**src/rtl/memory_bridge.sv**
```systemverilog
// Single-request bridge from the core memory port to a synchronous word SRAM.
// Partial-mask writes become read-modify-write; out-of-window requests raise bus_error.
module memory_bridge #(
  parameter logic [31:0] BASE_ADDRESS = 32'h0,
  parameter int unsigned ADDR_WIDTH   = 12,
  parameter int unsigned READ_LATENCY = 1
) (
  input  logic                  clk,
  input  logic                  reset,
  input  logic                  memory_enable,
  input  logic                  memory_command,
  input  logic [31:0]           read_memory_address,
  input  logic [31:0]           write_memory_address,
  input  logic [31:0]           write_memory_data,
  input  logic [31:0]           write_memory_mask,
  output logic                  memory_ready,
  output logic                  memory_valid,
  output logic [31:0]           read_memory_data,
  output logic                  bus_error,
  output logic                  sram_enable,
  output logic                  sram_write,
  output logic [ADDR_WIDTH-1:0] sram_address,
  output logic [31:0]           sram_write_data,
  input  logic [31:0]           sram_read_data
);

  localparam logic [32:0] WindowBytes = 33'(4) << ADDR_WIDTH;
  localparam logic [1:0]  LastWait    = 2'(READ_LATENCY - 1);

  typedef enum logic [2:0] {
    StIdle,
    StRdIssue,
    StRdWait,
    StRmwIssue,
    StRmwWait,
    StWr
  } state_e;

  state_e                state_q, state_d;
  logic [1:0]            wait_q, wait_d;
  logic [ADDR_WIDTH-1:0] addr_q, addr_d;
  logic [31:0]           wdata_q, wdata_d;
  logic [31:0]           data_q, data_d;
  logic [31:0]           mask_q, mask_d;
  logic [31:0]           rdata_q, rdata_d;
  logic                  valid_q, valid_d;
  logic                  error_q, error_d;
  logic [31:0]           req_addr;
  logic [31:0]           offset;
  logic                  in_window;

  // 33-bit compare so the window test also works when the window spans the whole address space.
  always_comb begin
    req_addr  = memory_command ? write_memory_address : read_memory_address;
    offset    = req_addr - BASE_ADDRESS;
    in_window = {1'b0, offset} < WindowBytes;
  end

  always_comb begin
    state_d = state_q;
    wait_d  = wait_q;
    addr_d  = addr_q;
    wdata_d = wdata_q;
    data_d  = data_q;
    mask_d  = mask_q;
    rdata_d = rdata_q;
    valid_d = 1'b0;
    error_d = 1'b0;
    unique case (state_q)
      StIdle: begin
        if (memory_enable) begin
          if (!in_window) begin
            error_d = 1'b1;
            if (!memory_command) begin
              valid_d = 1'b1;
              rdata_d = '0;
            end
          end else if (!memory_command) begin
            state_d = StRdIssue;
            addr_d  = offset[ADDR_WIDTH+1:2];
          end else if (write_memory_mask == '1) begin
            state_d = StWr;
            addr_d  = offset[ADDR_WIDTH+1:2];
            wdata_d = write_memory_data;
          end else if (write_memory_mask != '0) begin
            state_d = StRmwIssue;
            addr_d  = offset[ADDR_WIDTH+1:2];
            data_d  = write_memory_data;
            mask_d  = write_memory_mask;
          end
        end
      end
      StRdIssue: begin
        state_d = StRdWait;
        wait_d  = '0;
      end
      StRdWait: begin
        if (wait_q == LastWait) begin
          rdata_d = sram_read_data;
          valid_d = 1'b1;
          state_d = StIdle;
        end else begin
          wait_d = wait_q + 2'd1;
        end
      end
      StRmwIssue: begin
        state_d = StRmwWait;
        wait_d  = '0;
      end
      StRmwWait: begin
        if (wait_q == LastWait) begin
          wdata_d = (sram_read_data & ~mask_q) | (data_q & mask_q);
          state_d = StWr;
        end else begin
          wait_d = wait_q + 2'd1;
        end
      end
      StWr: state_d = StIdle;
      default: state_d = StIdle;
    endcase
  end

  always_ff @(posedge clk) begin
    if (reset) begin
      state_q <= StIdle;
      wait_q  <= '0;
      addr_q  <= '0;
      wdata_q <= '0;
      data_q  <= '0;
      mask_q  <= '0;
      rdata_q <= '0;
      valid_q <= 1'b0;
      error_q <= 1'b0;
    end else begin
      state_q <= state_d;
      wait_q  <= wait_d;
      addr_q  <= addr_d;
      wdata_q <= wdata_d;
      data_q  <= data_d;
      mask_q  <= mask_d;
      rdata_q <= rdata_d;
      valid_q <= valid_d;
      error_q <= error_d;
    end
  end

  assign memory_ready     = (state_q == StIdle) && !reset;
  assign memory_valid     = valid_q;
  assign read_memory_data = rdata_q;
  assign bus_error        = error_q;
  assign sram_enable      = (state_q == StRdIssue) || (state_q == StRmwIssue) || (state_q == StWr);
  assign sram_write       = (state_q == StWr);
  assign sram_address     = addr_q;
  assign sram_write_data  = wdata_q;

endmodule
```
**config.mk**
```make
export PLATFORM = sky130hd
export DESIGN_NAME = memory_bridge
export DESIGN_NICKNAME = d
export VERILOG_FILES = /design/src/rtl/memory_bridge.sv
export SDC_FILE = /design/constraint.sdc
export NUM_CORES = 1
export LEC_CHECK = 0
export ABC_AREA = 1
export CAP_MARGIN = 20
export CORE_MARGIN = 2
export CORE_UTILIZATION = 40
export CTS_CLUSTER_SIZE = 16
export DETAILED_ROUTE_END_ITERATION = 10
export PLACE_DENSITY = 0.75
export SLEW_MARGIN = 10
export SYNTH_ARGS = -nofsm -noshare
export SYNTH_HDL_FRONTEND = slang
export SYNTH_SLANG_ARGS = --single-unit
```
**constraint.sdc**
```tcl
create_clock -name clk -period 2.15 [get_ports clk]
set_clock_uncertainty 0.2 [all_clocks]
set_input_delay 0.3225 -clock clk [delete_from_list [all_inputs] [get_ports clk]]
set_output_delay 0.3225 -clock clk [all_outputs]
set_load 0.02 [all_outputs]
```
==> results.yml, run 1 <==
placed_design:
  io_buffers: 240
  dp_cells: 1561
  place.gp.congestion: 0.845
  detailed_place_hpwl_um: 15100
  postPlaceCellArea_um2: 9960
  pre_cts_slack_ns: -0.456
floorplan:
  initial_utilization_pct: 40.5
  die_w_um: 136
  core_area_um2: 17100
  fp.dieH_um: 136
  io_pins: 245
  num_rows: 48
  die_area_um2: 18400
pwr:
  power_density_nw_per_um2: 616
  power_leakage_nw: 4.72
  vdd_drop_max_mv: 0.587
  p_total_mw: 6.59
route:
  ant_nets: 0
  drc_errors: 0
  viasPerCell: 4.68
  drt-total-wl_um: 21400
  wl_per_cell_um: 13.4
  vias: 7486
  first_pass_iters: 4
  drt_iter0_drc: 374
final_layout:
  insertedDiodeCount: 0
  areaGrowthSynthToFinish_pct: 54.3
  nets: 1526
  final_cells: 1599
  final.fill_count: 1563
  final_util_pct: 62.5
  regArea_um2: 2940
  final_area_um2: 10700
  multi_input_area_um2: 3380
  drive_gt1_share_pct: 9.17
clock_tree:
  cts_root_buf: "clkbuf_16"
  htreeDepth: 4
  postCtsHoldBufs: 0
  clock_path_buffers: 2
  cts_buffers: 17
  cts_sinks: 147
  tritoncts: "done"
  clk_latency_ns: 0.42
  clkTransAtPathRegs_ns: 0.06
setup_path:
  cp_max_fo: 6
  crit_arrival_ns: 1.54
  cp-end-kind: "primary output"
  crit_type: "reg -> out"
  cp.required_ns: 1.63
  cp-start-kind: "flop"
flow_run:
  cap_violations: 0
timing:
  period_needed_ns: 2.06
  max_slew_margin_pct: 71.0
  tns_ns: 0
  drv_slew: 0
  holdWs_ns: 0.106
  rsz0062_at_grt: "yes"
  worstMarginPinSlew_ns: 0.435
  layout_setup_ws_ns: 0.0852
  hold_viol: 0
  finalCritPeriodShare_pct: 96.0
  setup_viol: 0
  max_freq_mhz: 484
global_routing:
  grt_max_degree: 36
  use_met3_pct: 5.84
  use_met1_pct: 28.2
  grt_pass1_vias: 7084
  grt_overflow_total: 0
  grt_util_met2_pct: 37.5
  grt_usage_pct: 22.9
  grt_antenna_before_repair: 2
  grt_pass1_wl_um: 33400
  grt_busiest_layer: "met2"
yosys:
  synth_most_common_cell: "nand2_1"
  ys_seq_area_share_pct: 42.4
  synth_edf_count: 0
  synth.yosys.warnings: 0
  syn_area_um2: 6940
  synth_common_cells: "313 x nand2_1, 310 x nor2_1, 147 x dfxtp_1, 87 x inv_1, 69 x a21oi_1"
  postSynthCellCount: 1090
  ys_types: 25
  synthFlopType: "dfxtp_1"
  synthesis.nets: 1255
  ys_seq_elements: 147
  yosysTopAreaCellShare_pct: 42.4
  synth_top_area_cell: "dfxtp_1"
  syn_avg_cell_area_um2: 6.36
  postSynth.asyncResetShare_pct: 0
  netlist_top_cells_area: "dfxtp_1 42%, nand2_1 17%, nor2_1 17%"
worst_hold_path:
  hp-class: "in -> reg"
outcome:
  status: "finished, final reports clean"
-- sequential cells by signal, indices dropped and copies added, names as in the netlist --
name              flops
sram_write_data      32
bus_error             1
mask_q               32
read_memory_data     32
data_q               32
state_q               3
sram_address         12
memory_valid          1
wait_q                2
-- per-layer routing --
layer  wire (µm)  vias to the layer above
li1            -                     3915
met1        9230                     3268
met2        9940                      251
met3        1480                       50
met4         730                        2
met5          13                        -
-- where the power goes --
group | switching [mW] | internal, mW
clock | 1.22 | 1.87
sequential | 0.00755 | 2.74
combinational | 0.338 | 0.416
-- repair_timing --
action,in CTS,in global routing
gates cloned,0,3
pin swaps,0,8
setup buffers,0,3
resized for setup,5,23
endpoints found under the setup margin,21,110
-- layout by cell type, fill, tap and decap left out, types with 2 or more instances in the layout --
master	n
nor2_2	13
buf_12	16
nor2_1	297
inv_6	4
a211oi_1	32
nand2_2	4
clkbuf_16	19
dfxtp_1	147
nand2_1	311
and2_1	2
clkdlybuf4s50_1	232
clkinv_2	3
nor2_4	2
bufinv_16	3
o21ai_0	14
a21oi_1	69
nor3_1	4
dlymetal6s2s_1	3
dlygate4sd2_1	3
clkinv_4	2
o21ai_1	3
inv_1	84
clkinvlp_4	5
buf_4	50
nand3_1	42
-- cell type report --
type	count	area share, %
multi-input cells	799	31.6
clock inverters	14	1.64
repair inverters	1	0.0702
flip-flops and latches	147	27.5
inverters	87	3.10
repair buffers	308	29.4
clock buffers	18	4.10
well taps	225	2.63
-- path summary, 6_finish.rpt --
| path | start | end | slack [ns] | cells past startpoint |
|---|---|---|---|---|
| setup reg to reg | state_q[2] | data_q[9] | 0.19 | 11 |
| hold / removal | write_memory_mask[8] | mask_q[8] | 0.11 | 4 |
| setup / recovery | state_q[2] | memory_ready | 0.09 | 4 |
| hold reg to reg | wait_q[1] | wait_q[1] | 0.27 | 2 |
-- critical path, stage by stage, from the launching register on --
cell and delay, ns:
dfxtp_1 0.37, inv_2 0.12, nand2_1 0.14, nor2_1 0.12, dlygate4sd2_1 0.37
-- logic make-up (layout without fill, tap and decap cells) --
kind of cell / Yosys count / after routing / share of synthesized area, %
DFF: 147 / 147 / 42.4
and+or+nand+nor: 680 / 680 / 38.2
buffers and inverters: 144 / 428 / 9.56
adders and majority gates: 1 / 1 / 0.180
AOI/OAI and AO/OA: 118 / 118 / 9.67
(Power assumes the default switching activity.)
==> run 2, diff against run 1 <==
--- a/config.mk
+++ b/config.mk
@@ -11,7 +11,7 @@
 export CORE_UTILIZATION = 40
 export CTS_CLUSTER_SIZE = 16
 export DETAILED_ROUTE_END_ITERATION = 10
-export PLACE_DENSITY = 0.75
+export PLACE_DENSITY = 0.78
 export SLEW_MARGIN = 10
 export SYNTH_ARGS = -nofsm -noshare
 export SYNTH_HDL_FRONTEND = slang
==> constraint.sdc (replaced) <==
create_clock -name clk -period 1.8 [get_ports clk]
set_clock_uncertainty 0.2 [all_clocks]
set_input_delay 0.27 -clock clk [delete_from_list [all_inputs] [get_ports clk]]
set_output_delay 0.27 -clock clk [all_outputs]
set_load 0.02 [all_outputs]
==> run 2 against run 1 <==
The flow now finishes with violations (setup timing). Via count is 5.9% higher. Combinational power is 28% higher. Critical path depth grew 8. Die area unchanged. Clock power up 18%. First-iteration DRC count up 39%. Critical path type is now reg -> reg. Largest cell class unchanged.
==> results.yml, run 2 (synthesis results as in run 1) <==
clock_tree:
  htreeDepth: 4
  clkTransAtPathRegs_ns: 0.06
  cts_sinks: 147
  clk_latency_ns: 0.42
  cts_buffers: 17
  cts_root_buf: "clkbuf_16"
  clock_path_buffers: 2
  tritoncts: "done"
  postCtsHoldBufs: 0
pwr:
  power_leakage_nw: 5.52
  switchingPower_mw: 1.91
  power_density_nw_per_um2: 692
  power_frac_clock_pct: 46.2
  p_comb_share_pct: 12.2
  switching_share_pct: 24.1
  p_seq_share_pct: 41.6
  vdd_drop_max_mv: 0.669
  p_int_mw: 5.98
route:
  drt-total-wl_um: 24300
  ant_nets: 0
  drt_iter0_drc: 518
  met1_length_um: 9970
  wl_met2_um: 11800
  first_pass_iters: 5
  dr_wl_met3_um: 1850
  viasPerCell: 4.91
  wl_per_cell_um: 15.0
  drc_errors: 0
  vias: 7931
  routed.top_layer: "met4"
placed_design:
  io_buffers: 240
  dp_cells: 1550
  pre_cts_slack_ns: -0.705
  detailed_place_hpwl_um: 14800
  place.gp.congestion: 0.824
outcome:
  violations: "setup timing"
  status: "complete, but fails checks"
timing:
  period_needed_ns: 1.94
  rsz0062_at_grt: "yes"
  worstMarginPinSlew_ns: 0.334
  hold_viol: 0
  finalCritPeriodShare_pct: 108
  drv_slew: 0
  setup_viol: 94
  layout_setup_ws_ns: -0.137
  max_slew_margin_pct: 77.5
  max_freq_mhz: 516
setup_path:
  crit_type: "reg -> reg"
  startpoint: "state_q[0]"
  r2r-start: "state_q[0]"
  r2r-end: "data_q[3]"
  path_common_cell: "nor2_4"
  ff2ff_path_depth: 12
  cp-start-kind: "flop"
  crit_arrival_ns: 2.09
  cp-end-kind: "flop"
  crit_chain: "nor2_4 -> nand2_4 -> nor2_4 -> inv_2 -> nor2_4 -> nand3b_1 -> buf_6 -> buf_12 -> buf_12 -> nand2_4 -> nand2_2 -> nor2_2"
  ff2ff_setup_slack_ns: -0.14
  crit_path_top_delay_cell: "dfxtp_2"
  cp_max_fo: 7
  cp.required_ns: 1.95
  cpPeakStageDelay_ns: 0.34
floorplan:
  core_area_um2: 17100
  num_rows: 48
  io_pins: 245
  initial_utilization_pct: 40.5
  fp.dieH_um: 136
  die_area_um2: 18400
  die_w_um: 136
global_routing:
  grt_antenna_before_repair: 1
  grt_pass1_wl_um: 35600
  grt_overflow_total: 0
  grt_max_degree: 51
  grt_pass1_vias: 7387
  grt_usage_pct: 24.4
worst_hold_path:
  hp-class: "in -> reg"
  holdPathEnd: "mask_q[29]"
  hp-start: "write_memory_mask[29]"
  worstHoldPathCells: 3
final_layout:
  final_cells: 1614
  nets: 1539
  layout_commonest_cell: "nand2_1"
  areaGrowthSynthToFinish_pct: 64.3
  final_cell_mix: "293 x nand2_1, 257 x nor2_1, 145 x dfxtp_1, 129 x dlygate4sd2_1, 91 x clkdlybuf4s50_1"
  drive_gt1_share_pct: 17.4
flow_run:
  cap_violations: 0
[run 2: power by group through the flow]
stage / combinational (mW) / sequential (mW) / clock, mW
after floorplan: 0.288 / 3.37 / 0
after global placement: 0.882 / 3.35 / 0
after detailed placement: 0.889 / 3.35 / 0
after CTS: 0.885 / 3.28 / 3.70
after global routing: 1.04 / 3.28 / 3.84
final: 0.962 / 3.28 / 3.65
[run 2: stage by stage]
| step | power, mW | TNS (ns) | hold slack [ns] | utilization, % | area, µm² |
|---|---|---|---|---|---|
| after floorplan | 3.66 | -0.197 | 0.205 | - | 6970 |
| after global placement | 4.23 | -82.67 | 0.255 | 57.5 | 9840 |
| after detailed placement | 4.24 | -86.26 | 0.255 | 57.5 | 9840 |
| after CTS | 7.86 | -2.91 | 0.0347 | 63.5 | 10900 |
| after global routing | 8.15 | -16.92 | 0.0506 | 66.6 | 11400 |
| final | 7.89 | -5.89 | 0.0516 | 66.6 | 11400 |
[run 2: cell type report]
type                    instances  area, µm²
diodes                          2       5.00
inverters                      87        328
clock buffers                  20        447
repair buffers                322       3440
well taps                     225        282
multi-input cells             799       3800
flip-flops and latches        147       2950
clock inverters                12        155
fillers                      1461       5720
[run 2: worst max-delay path by stage]
stage | endpoint | slack [ns] | depth (start not counted)
floorplan | sram_write_data[28] | -0.007 | 13
global placement | mask_q[0] | -0.68 | 13
detailed placement | data_q[1] | -0.70 | 13
CTS | mask_q[22] | -0.07 | 12
global route | data_q[3] | -0.25 | 12
finish | data_q[3] | -0.14 | 12
[run 2: repair_timing]
action	CTS	global route
endpoints found under the setup margin	209	147
pin swaps	39	37
setup buffers	14	0
cloned	7	11
gates resized for setup	234	86
[run 2: metal layers]
layer,vias to the layer above,GRT usage [%]
met5,-,0
met4,0,8.28
met3,46,6.25
met2,327,42.1
met1,3615,29.7
li1,3943,-
[run 2: critical path: cells and delay by family (launching register included)]
kind | cells | cell delay (ns)
buffers and inverters | 4 | 0.52
DFF | 1 | 0.34
and+or+nand+nor | 8 | 0.82
==> run 3, diff against run 2 <==
--- a/config.mk
+++ b/config.mk
@@ -9,9 +9,11 @@
 export CAP_MARGIN = 20
 export CORE_MARGIN = 2
 export CORE_UTILIZATION = 40
+export CTS_BUF_LIST = sky130_fd_sc_hd__clkbuf_8
 export CTS_CLUSTER_SIZE = 16
 export DETAILED_ROUTE_END_ITERATION = 10
 export PLACE_DENSITY = 0.78
+export RECOVER_POWER = 25
 export SLEW_MARGIN = 10
 export SYNTH_ARGS = -nofsm -noshare
 export SYNTH_HDL_FRONTEND = slang
==> run 3 against run 2 <==
The run still ends with setup timing left. First-iteration DRC count shrank 2.5%. Global-route usage grew 0.58 points. Critical path depth grew 2. Core utilization grew 0.37 points. Count of clock-buffer cells in the layout shrank 2. Final cell count grew 0.74%. Final area grew 0.55%. Highest routed layer unchanged. Sequential power is essentially flat. Non-clock buffer count grew 10. Sequential share of layout area shrank 0.12 points. Largest power group is now registers. Die area is the same. Hold slack lost 0.028 ns.
==> results.yml, run 3 (synthesis results as in run 1) <==
global_routing:
  grt_max_degree: 51
  grt_overflow_total: 0
  grt_pass1_wl_um: 36400
  grt_pass1_vias: 7554
  grt_usage_pct: 25.0
  grt_antenna_before_repair: 2
route:
  drt-total-wl_um: 25100
  drt_iter0_drc: 505
  ant_nets: 0
  vias: 8075
  drc_errors: 0
  wl_per_cell_um: 15.5
  first_pass_iters: 6
  viasPerCell: 4.97
clock_tree:
  clkTransAtPathRegs_ns: 0.09
  cts_buffers: 17
  cts_sinks: 147
  clk_latency_ns: 0.45
  tritoncts: "done"
  cts_root_buf: "clkbuf_8"
  htreeDepth: 4
  clock_path_buffers: 2
placed_design:
  io_buffers: 240
  place.gp.congestion: 0.824
  postPlaceCellArea_um2: 9840
  dp_cells: 1550
  detailed_place_hpwl_um: 14800
  pre_cts_slack_ns: -0.705
flow_run:
  cap_violations: 0
floorplan:
  core_area_um2: 17100
  die_area_um2: 18400
  initial_utilization_pct: 40.5
  fp.dieH_um: 136
  io_pins: 245
  die_w_um: 136
  num_rows: 48
setup_path:
  ff2ff_setup_slack_ns: -0.13
  ff2ff_path_depth: 12
  path_common_cell: "nand2_1"
  cp-end-kind: "flop"
  crit_path_top_delay_cell: "dlygate4sd2_1"
  crit_arrival_ns: 2.11
  crit_type: "in -> reg"
  r2r-end: "data_q[12]"
  cp-start-kind: "input port"
  cp.required_ns: 1.94
  cp_max_fo: 7
  crit_chain: "dlygate4sd2_1 -> nand2_1 -> nor2_1 -> nand2_1 -> nor2_2 -> nand2_2 -> nand2_1 -> nand3b_1 -> buf_6 -> buf_8 -> buf_12 -> nand2_2 -> nand2_1 -> nor2_1"
  r2r-start: "state_q[0]"
  cpPeakStageDelay_ns: 0.29
final_layout:
  drive_gt1_share_pct: 19.8
  areaGrowthSynthToFinish_pct: 65.2
  multi_input_area_um2: 3900
  regArea_um2: 2950
  final_cell_mix: "284 x nand2_1, 233 x nor2_1, 145 x dfxtp_1, 110 x dlygate4sd2_1, 107 x clkdlybuf4s50_1"
  final_area_um2: 11500
  layout_commonest_cell: "nand2_1"
  final_cells: 1626
  final_util_pct: 67.0
  final.fill_count: 1440
  nets: 1549
worst_hold_path:
  hp-start: "write_memory_mask[23]"
  hp-class: "in -> reg"
  holdPathEnd: "mask_q[23]"
  worstHoldPathCells: 3
pwr:
  p_total_mw: 6.96
  vdd_drop_max_mv: 0.457
  power_density_nw_per_um2: 608
  power_leakage_nw: 5.50
timing:
  max_slew_margin_pct: 74.5
  layout_setup_ws_ns: -0.173
  tns_ns: -7.77
  period_needed_ns: 1.97
  finalCritPeriodShare_pct: 110
  rsz0062_at_grt: "yes"
  setup_viol: 96
  drv_slew: 0
  max_freq_mhz: 507
  worstMarginPinSlew_ns: 0.379
  hold_viol: 0
  holdWs_ns: 0.0240
outcome:
  violations: "setup timing"
  status: "complete, but fails checks"
==> run 3: layer usage <==
metal | track usage (%) | wire, µm
met5 | 0 | 0
met1 | 30.3 | 9990
met2 | 42.4 | 12200
met3 | 6.25 | 2000
met4 | 10.2 | 973
==> run 3: worst max-delay path by stage <==
stage,endpoint,depth (start not counted),startpoint,slack (ns)
after global placement,mask_q[0],13,write_memory_mask[12],-0.68
after floorplan,sram_write_data[28],13,memory_command,-0.007
final,data_q[12],14,write_memory_mask[13],-0.17
after global routing,mask_q[9],14,write_memory_mask[13],-0.27
after detailed placement,data_q[1],13,write_memory_mask[13],-0.70
after CTS,sram_write,4,state_q[1],-0.12
==> run 3: report_power, final <==
group | internal [mW] | switching (mW)
clock network | 1.40 | 1.31
logic | 0.506 | 0.475
registers | 3.26 | 0.00795
total | 5.17 | 1.79
==> run 3: what timing repair did <==
item / 4_1_cts / 5_1_grt
cloned: 9 / 9
hold buffers: 2 / 0
buffers inserted: 21 / 4
pin swaps: 15 / 42
endpoints found under the hold margin: 2 / 0
resized for setup: 239 / 116
setup endpoints to repair: 193 / 148
==> run 3: cell type report <==
class                           instances  area share [%]
Clock inverter                         14            1.42
Multi-Input combinational cell        799            34.0
Tap cell                              225            2.46
Timing Repair Buffer                  332            31.3
Sequential cell                       147            25.7
Inverter                               87            2.88
Clock buffer                           18            2.16
Antenna cell                            4          0.0873
==> run 3: worst max-delay path: cells and delay by family <==
family / cells / cell delay [ns]
simple gates: 10 / 1.11
buf+inv: 4 / 0.72
